`config.mk`:
```
export PLATFORM = sky130hd
export DESIGN_NAME = fifo_flops_thr
export DESIGN_NICKNAME = d
export VERILOG_FILES = /design/src/rtl/fifo_pkg.sv /design/src/rtl/fifo_flops_mem.sv /design/src/rtl/fifo_flops_thr.sv
export SDC_FILE = /design/constraint.sdc
export NUM_CORES = 1
export LEC_CHECK = 0
export BUFFER_PORTS_ARGS = -buffer_cell sky130_fd_sc_hd__buf_2
export CORE_MARGIN = 2
export CORE_UTILIZATION = 40
export DETAILED_ROUTE_END_ITERATION = 16
export SETUP_SLACK_MARGIN = 0.2
export SLEW_MARGIN = 20
export SYNTH_ARGS = -nofsm -noshare
export SYNTH_HDL_FRONTEND = slang
export SYNTH_SLANG_ARGS = --single-unit
```
`constraint.sdc`:
```
create_clock -name clk -period 5.9 [get_ports clk]
set_input_delay 1.18 -clock clk [delete_from_list [all_inputs] [get_ports clk]]
set_output_delay 1.18 -clock clk [all_outputs]
set_load 0.01 [all_outputs]
```
`src/rtl/fifo_pkg.sv`:
```
// Shared types and helpers for the flop-based FIFO family.
package fifo_pkg;

  localparam int FIFO_DEPTH_DEF = 16;
  localparam int FIFO_BITS_DEF  = 16;

  typedef struct packed {
    logic overflow;
    logic underflow;
  } err_flags_t;

  // Width of an occupancy counter that must represent 0..depth inclusive.
  function automatic int cnt_w(input int depth);
    return $clog2(depth + 1);
  endfunction

endpackage

```
`src/rtl/fifo_flops_mem.sv`:
```
// DEPTH x BITS flop storage: one synchronous write port, one asynchronous read port.
module fifo_flops_mem #(
  parameter int DEPTH = 16,
  parameter int BITS  = 16,
  parameter int AW    = (DEPTH > 1) ? $clog2(DEPTH) : 1
) (
  input  logic            clk,
  input  logic            we,
  input  logic [AW-1:0]   waddr,
  input  logic [BITS-1:0] wdata,
  input  logic [AW-1:0]   raddr,
  output logic [BITS-1:0] rdata
);

  logic [BITS-1:0] mem_q [DEPTH];

  // Storage is deliberately not reset; only pointers define valid contents.
  always_ff @(posedge clk) begin
    if (we) mem_q[waddr] <= wdata;
  end

  assign rdata = mem_q[raddr];

endmodule

```
`src/rtl/fifo_flops_thr.sv`:
```
// Flop FIFO with occupancy count, almost-full/empty thresholds and sticky error flags.
// Define FIFO_FWFT_EN for first-word-fall-through Dout; otherwise Dout is registered on pop.
module fifo_flops_thr
  import fifo_pkg::*;
#(
  parameter int DEPTH  = FIFO_DEPTH_DEF,
  parameter int BITS   = FIFO_BITS_DEF,
  parameter int AF_THR = 14,
  parameter int AE_THR = 2
) (
  input  logic                    clk,
  input  logic                    rst,
  input  logic [BITS-1:0]         Din,
  input  logic                    push,
  input  logic                    pop,
  input  logic                    err_clr,
  output logic [BITS-1:0]         Dout,
  output logic                    full,
  output logic                    pndng,
  output logic [cnt_w(DEPTH)-1:0] count,
  output logic                    almost_full,
  output logic                    almost_empty,
  output logic                    overflow,
  output logic                    underflow
);

  localparam int CW = cnt_w(DEPTH);
  localparam int PW = (DEPTH > 1) ? $clog2(DEPTH) : 1;

  logic [PW-1:0]   wr_ptr_q, wr_ptr_d, rd_ptr_q, rd_ptr_d;
  logic [CW-1:0]   count_q, count_d;
  err_flags_t      err_q, err_d;
  logic            push_ok, pop_ok;
  logic [BITS-1:0] rdata;

  // Explicit wrap so non-power-of-two depths never address past DEPTH-1.
  function automatic logic [PW-1:0] ptr_inc(input logic [PW-1:0] p);
    return (p == PW'(DEPTH - 1)) ? '0 : p + 1'b1;
  endfunction

  fifo_flops_mem #(.DEPTH(DEPTH), .BITS(BITS), .AW(PW)) u_mem (
    .clk   (clk),
    .we    (push_ok),
    .waddr (wr_ptr_q),
    .wdata (Din),
    .raddr (rd_ptr_q),
    .rdata (rdata)
  );

  // Status decodes depend on the count register only, never on push/pop.
  assign full         = (count_q == CW'(DEPTH));
  assign pndng        = (count_q != '0);
  assign almost_full  = (count_q >= CW'(AF_THR));
  assign almost_empty = (count_q <= CW'(AE_THR));
  assign count        = count_q;
  assign overflow     = err_q.overflow;
  assign underflow    = err_q.underflow;

  always_comb begin
    pop_ok   = pop && pndng;
    push_ok  = push && (!full || pop_ok);
    wr_ptr_d = push_ok ? ptr_inc(wr_ptr_q) : wr_ptr_q;
    rd_ptr_d = pop_ok ? ptr_inc(rd_ptr_q) : rd_ptr_q;
    count_d  = count_q;
    if (push_ok && !pop_ok)      count_d = count_q + 1'b1;
    else if (pop_ok && !push_ok) count_d = count_q - 1'b1;
    // Clear first so a same-cycle error wins over err_clr.
    err_d = err_q;
    if (err_clr)                 err_d = '0;
    if (push && full && !pop_ok) err_d.overflow  = 1'b1;
    if (pop && !pndng)           err_d.underflow = 1'b1;
  end

  always_ff @(posedge clk or posedge rst) begin
    if (rst) begin
      wr_ptr_q <= '0;
      rd_ptr_q <= '0;
      count_q  <= '0;
      err_q    <= '0;
    end else begin
      wr_ptr_q <= wr_ptr_d;
      rd_ptr_q <= rd_ptr_d;
      count_q  <= count_d;
      err_q    <= err_d;
    end
  end

`ifdef FIFO_FWFT_EN
  assign Dout = rdata;
`else
  logic [BITS-1:0] dout_q;

  always_ff @(posedge clk or posedge rst) begin
    if (rst)         dout_q <= '0;
    else if (pop_ok) dout_q <= rdata;
  end

  assign Dout = dout_q;
`endif

endmodule

```
# ---- Yosys cells after proc, flatten, opt, wreduce, memory -nomap -nowiden
# Memory sizes are Yosys's and may differ from the RTL's. A register that Yosys moved wholly into a read port is not among the register bits.
# Index checks and enable logic that the tools add are counted.
dict set report op_classes {
  n_lt_le_gt_ge 2
  n_mux 9
  reduce_logical 16
  n_addsub 4
  n_eq_ne 3
}
# cell n
set op_table {}
lappend op_table {{two-way mux 5 bit} 2}
lappend op_table {{adder 4 x 1 -> 4 bit, second input constant} 2}
lappend op_table {{equality test 4 bit, second input constant} 2}
lappend op_table {{two-way mux 4 bit} 2}
lappend op_table {{logical AND 1 bit} 7}
lappend op_table {{nonzero test 2 bit} 3}
lappend op_table {{adder 5 x 1 -> 5 bit, second input constant} 1}
lappend op_table {{equality test 5 bit, second input constant} 1}
lappend op_table {{greater-or-equal comparator 5 x 4 -> 1 bit, second input constant} 1}
lappend op_table {{<= comparator 5 x 2 -> 1 bit, second input constant} 1}
lappend op_table {{nonzero test 5 bit} 1}
lappend op_table {{subtractor 5 x 1 -> 5 bit, second input constant} 1}
lappend op_table {{logical NOT 1 bit} 4}
lappend op_table {{two-way mux 1 bit} 4}
lappend op_table {{two-way mux 2 bit} 1}
lappend op_table {{logical OR 1 bit} 1}
dict set report word_totals {
  ff_bits 15
  n_memories 1
  ram_bits 256
  word_cells 40
  in_bits 21
}
# name depth width rd rd_ports_with_merged_regs write_ports line
set mem_list {}
lappend mem_list {u_mem.mem_q 16 16 1 1 1 fifo_flops_mem.sv:15} ;# logic [BITS-1:0] mem_q [DEPTH];

# ---- Depth between registers and ports, before layout
dict set report depth {
  depth_word 8
  ltp_mapped 11
  ltp_nobuf 10
}

# ---- By module
# From an unflattened synthesis, not the netlist that was laid out.
dict set report hier_totals {
  cells_unflattened 534
  hier_area_um2 11179.5
}
# mod n_inst seq_area_each_um2 area_each_um2 cells_each
set by_module_without_submodules {}
lappend by_module_without_submodules {fifo_flops_mem 1 7687.4 9723.1 416}
lappend by_module_without_submodules {fifo_flops_thr 1 775.7 1456.4 118}

# ---- Worst setup path after synthesis
# OpenSTA, ideal clock, no wires.
dict set report synth_timing {
  kind {input-to-reg}
  from {input port pop}
  to {memory u_mem.mem_q[0][0] (enable)}
  setup_time_ps 409
  path_buffers 1
  cell_stages 4
  t_arrival_ps 2717
  setup_slack_ps 2774
  required_time_ps 5491
  cell_sequence {o21a_1 buf_2 nand2_1 nor3_1}
}
dict set report synth_between {
  elab_chain_len 5
}
# item line
set synth_lines {}
lappend synth_lines {{start, declared} fifo_flops_thr.sv:15} ;# input logic pop,
lappend synth_lines {{logical AND 1 bit} fifo_flops_thr.sv:60} ;# pop_ok = pop && pndng;
lappend synth_lines {{logical OR 1 bit} fifo_flops_thr.sv:61} ;# push_ok = push && (!full || pop_ok);
lappend synth_lines {{logical AND 1 bit} fifo_flops_thr.sv:61}
lappend synth_lines {{via push_ok} fifo_flops_thr.sv:33} ;# logic push_ok, pop_ok;
lappend synth_lines {{two-way mux 1 bit} fifo_flops_mem.sv:19} ;# if (we) mem_q[waddr] <= wdata;
lappend synth_lines {{two-way mux 1 bit (not written as such)} fifo_flops_mem.sv:19}
lappend synth_lines {{end, declared} fifo_flops_mem.sv:15}
# The timed path passes the listed nets, and every way through them passes these cells.

# ---- Worst setup path in the final report
dict set report layout_timing {
  from {input port pop}
  to {register count_q[4], in the netlist count[4]}
}
dict set report layout_between {
  elab_chain_len 6
}
# item line
set layout_lines {}
lappend layout_lines {{logical AND 1 bit (*)} fifo_flops_thr.sv:60}
lappend layout_lines {{logical OR 1 bit} fifo_flops_thr.sv:61}
lappend layout_lines {{logical AND 1 bit} fifo_flops_thr.sv:61}
lappend layout_lines {{logical NOT 1 bit} fifo_flops_thr.sv:66} ;# else if (pop_ok && !push_ok) count_d = count_q - 1'b1;
lappend layout_lines {{logical AND 1 bit} fifo_flops_thr.sv:66}
lappend layout_lines {{nonzero test 2 bit (no line)} -}
lappend layout_lines {{end signal, assigned} fifo_flops_thr.sv:83} ;# count_q <= count_d;
lappend layout_lines {{end, declared} fifo_flops_thr.sv:31} ;# logic [CW-1:0] count_q, count_d;
# Every way passes the cells marked *; elsewhere a longest branch is shown, timed or not.
# A chain may end at the register's enable or synchronous reset.

==> key figures <==
CTS
  – Root Buffer: clkbuf_16
  – Clk_lat worst skew: 0.53 ns
  – CTS max path bufs: 3
  – TritonCTS Sinks: 287
  – Worst-path clk slew: 0.06 ns
  – CTS buffer count: 28
  – Post-cts sizing count: 0
  – Post-CTS setup buffers: 0
  – # hold bufs at CTS: 0
  – Htree depth: 1
  – CTS tree: done

Yosys
  – Post-synthesis mux area share: 10.67%
  – Syn Nets: 695
  – Synth top area cells: edfxtp_1, mux2i_1, dfrtp_1
  – Register area share after synthesis: 74.56%
  – Cell taking the most area after synthesis: edfxtp_1
  – Adder-Cell Fraction of Synth Area: 1.279%
  – Register bit total from synthesis: 287
  – Largest family of logic cells by synthesized area: multiplexers
  – Fraction of registers with async set or reset after synthesis: 10.80%
  – Top FF cell, synth: edfxtp_1
  – YS warnings: 0
  – Cells after Synth: 663
  – Top-area cell type share of the netlist area: 67.72%
  – Post-Syn Area: 0.01135 mm2
  – Simple-gate share of the synthesized area: 4.586%
  – Number of synthesized flops with an enable pin: 256
  – Compound-cell area share of the yosys netlist: 6.052%
  – XOR/XNOR Fraction of Synth Area: 0.4630%
  – Count of cell types in the netlist: 44
  – Syn Area/Cell: 17.12 um2

Worst setup path
  – Crit path DAT: 3.78 ns
  – Crit-path slowest cell: a21oi_4
  – Most used cell, CP: inv_1
  – Critical path required time: 6.35 ns
  – Reg2Reg Launch Point: count[0]
  – CP Launch Type: primary input
  – Crit-path max FO: 37
  – Crit. Startpoint: pop
  – Setup crit end kind: register
  – Worst path max stage delay: 0.77 ns
  – Crit Path Class: in -> reg
  – CP Cell Sequence: buf_2, inv_1, a21oi_4, inv_1, ha_1, inv_1, ha_1, a21o_1, a21oi_1, mux2i_1, xnor2_1

STA
  – Crit share post-route: 56.53%
  – Max-slew violations: 0
  – Slew @ Worst Pin: 1.070 ns
  – Post-route minimum period: 3.335 ns
  – RSZ-0062 raised after global routing: no
  – Setup tns final: 0 ns
  – Worst slew margin: 26.81%
  – Worst Clk Skew: 0.01159 ns
  – Final number of setup-violating endpoints: 0
  – F_max: 299.8 MHz
  – Hold Fails Final Rpt: 0

Power and ir drop
  – Sw frac: 31.05%
  – Sequential power share: 43.1%
  – Switching power: 1.892 mW
  – PD cells: 469.4 mW/mm2
  – Power Internal: 4.203 mW
  – Worst vdd rail ir drop: 0.2229 mV
  – Combinational share of power: 27.7%
  – LEAKAGE: 4.510 nW
  – Clock share of power: 29.3%

Global route
  – Tot GR Track Use: 16.83%
  – Vias in the first global route: 6085
  – Aggregate global routing overflow: 0
  – Largest net degree at the start of global routing: 48
  – Initial antenna violation count: 0
  – Global-route wire length before repair: 36.98 mm

Route
  – Post-route DRC: 0
  – Starting DRT DRC Count: 398
  – Routed Antenna Nets: 0
  – Wire length per cell: 22.04 um
  – Vias: 5991
  – Vias per cell: 5.335
  – Post-Route WL: 24.75 mm
  – Initial DRT Pass Iterations: 5

Floorplanning
  – Chip height: 172.5 um
  – Num rows: 61
  – Placeable Area: 0.02786 mm2
  – Die width: 172.5 um
  – IO Count: 48
  – Initial core utilization: 40.75%
  – Total Die Area: 0.02974 mm2

Final layout
  – Layout cell share with drive strength beyond 1: 18.26%
  – Commonest non-fill, non-tap cell in the layout: edfxtp_1
  – FILL cells: 2317
  – Area Overhead vs Synth: 14.40%
  – Final instance area: 0.01299 mm2
  – Leading cell types in the layout, fill and taps excluded: edfxtp_1, mux2i_1, buf_2, nor2_1, o22ai_1
  – Final net count: 755
  – Inserted Diodes: 0

Place
  – RePlAce Congestion: 0.8250
  – Placed inst area: 0.01203 mm2
  – Dpl hpwl: 14.43 mm
  – Port bufs: 47

Run status
  – Status: finished, final reports clean

Hold path
  – Hold Startpoint: overflow
  – Hold Crit Class: reg -> reg

Run
  – Max-cap violations: 0
power groups by stage:
| stage | Sequential (mW) | Clock [mW] | Combinational (mW) |
|---|---|---|---|
| detailed placement | 2.67 | 0 | 1.69 |
| global placement | 2.65 | 0 | 1.65 |
| finish | 2.62 | 1.78 | 1.69 |
| CTS | 2.62 | 1.82 | 1.70 |
| floorplan | 2.63 | 0 | 1.22 |
| global route | 2.65 | 1.89 | 1.84 |
critical path: cells and delay by family:
family,cells,cell delay (ns)
adder cells (fa/ha/maj),2,0.55
multiplexers,1,0.26
buffers and inverters,4,0.50
AO/OA/AOI/OAI,3,1.14
XOR/XNOR,1,0.15
state kept, by name, indices dropped and copies added, names as in the netlist:
name / count
wr_ptr_q: 4
overflow: 1
underflow: 1
Dout: 16
u_mem.mem_q: 256
rd_ptr_q: 4
count: 5
cell families (layout without fill, tap and decap cells):
kind of cell | count (synthesis) | in the layout
flip-flops | 287 | 287
AO/OA/AOI/OAI | 98 | 98
XOR/XNOR | 6 | 6
buffers and inverters | 50 | 132
adder cells (fa/ha/maj) | 11 | 11
multiplexers | 99 | 99
AND/OR/NAND/NOR | 112 | 112
cell usage after synthesis, types with 5 or more instances:
library cell	n
ha_1	10
edfxtp_1	256
nand2_1	14
buf_2	11
a211oi_1	16
xnor2_1	5
nand3_1	7
o22ai_1	32
mux4_2	11
inv_1	12
mux4_1	5
a2111oi_0	5
a2111oi_1	11
a21oi_1	18
nor2b_1	16
nor2_1	46
clkbuf_1	12
dfrtp_1	31
nor3_1	21
buf_4	9
mux2i_1	82
o21ai_0	5
per-stage QoR:
step / setup WS [ns] / total power [mW] / hold WS [ns] / util, % / instances
after global routing: 2.326 / 6.377 / 0.5188 / 46.61 / 1123
after detailed placement: 2.034 / 4.355 / 0.4747 / 43.17 / 1071
after floorplan: 2.774 / 3.854 / 0.5211 / - / 663
final: 2.565 / 6.095 / 0.4943 / 46.61 / 1123
after CTS: 2.603 / 6.135 / 0.4898 / 46.59 / 1123
after global placement: 2.176 / 4.299 / 0.4696 / 43.17 / 1071
final timing paths:
check                         endpoint  slack [ns]  depth (start not counted)
min reg2reg                   overflow        0.49                          1
max reg2reg                   count[4]        2.70                         10
max                           count[4]        2.56                         11
max in group asynchronous  rd_ptr_q[2]        4.73                          3
min                           overflow        0.49                          1
min in group asynchronous  rd_ptr_q[1]        0.79                          3
cell type report:
| class | instances | area, um2 | area share (%) |
|---|---|---|---|
| inverters | 12 | 45.04 | 0.3469 |
| clock buffers | 43 | 870.8 | 6.706 |
| clock inverters | 9 | 82.58 | 0.6360 |
| multi-input cells | 326 | 2654 | 20.44 |
| flip-flops and latches | 287 | 8467 | 65.21 |
| well taps | 378 | 473.0 | 3.642 |
| repair buffers | 68 | 392.9 | 3.026 |
metal layers:
metal,part of all wire (%),vias up,global-route usage (%),wire length (um)
met5,0,-,0,0
met4,2.1,0,4.421,521
met3,4.7,38,2.632,1165
met2,50,157,29.44,12440
met1,43,3066,21.91,10620
li1,-,2730,-,-
Note: power is estimated with default switching activity, not from simulation.
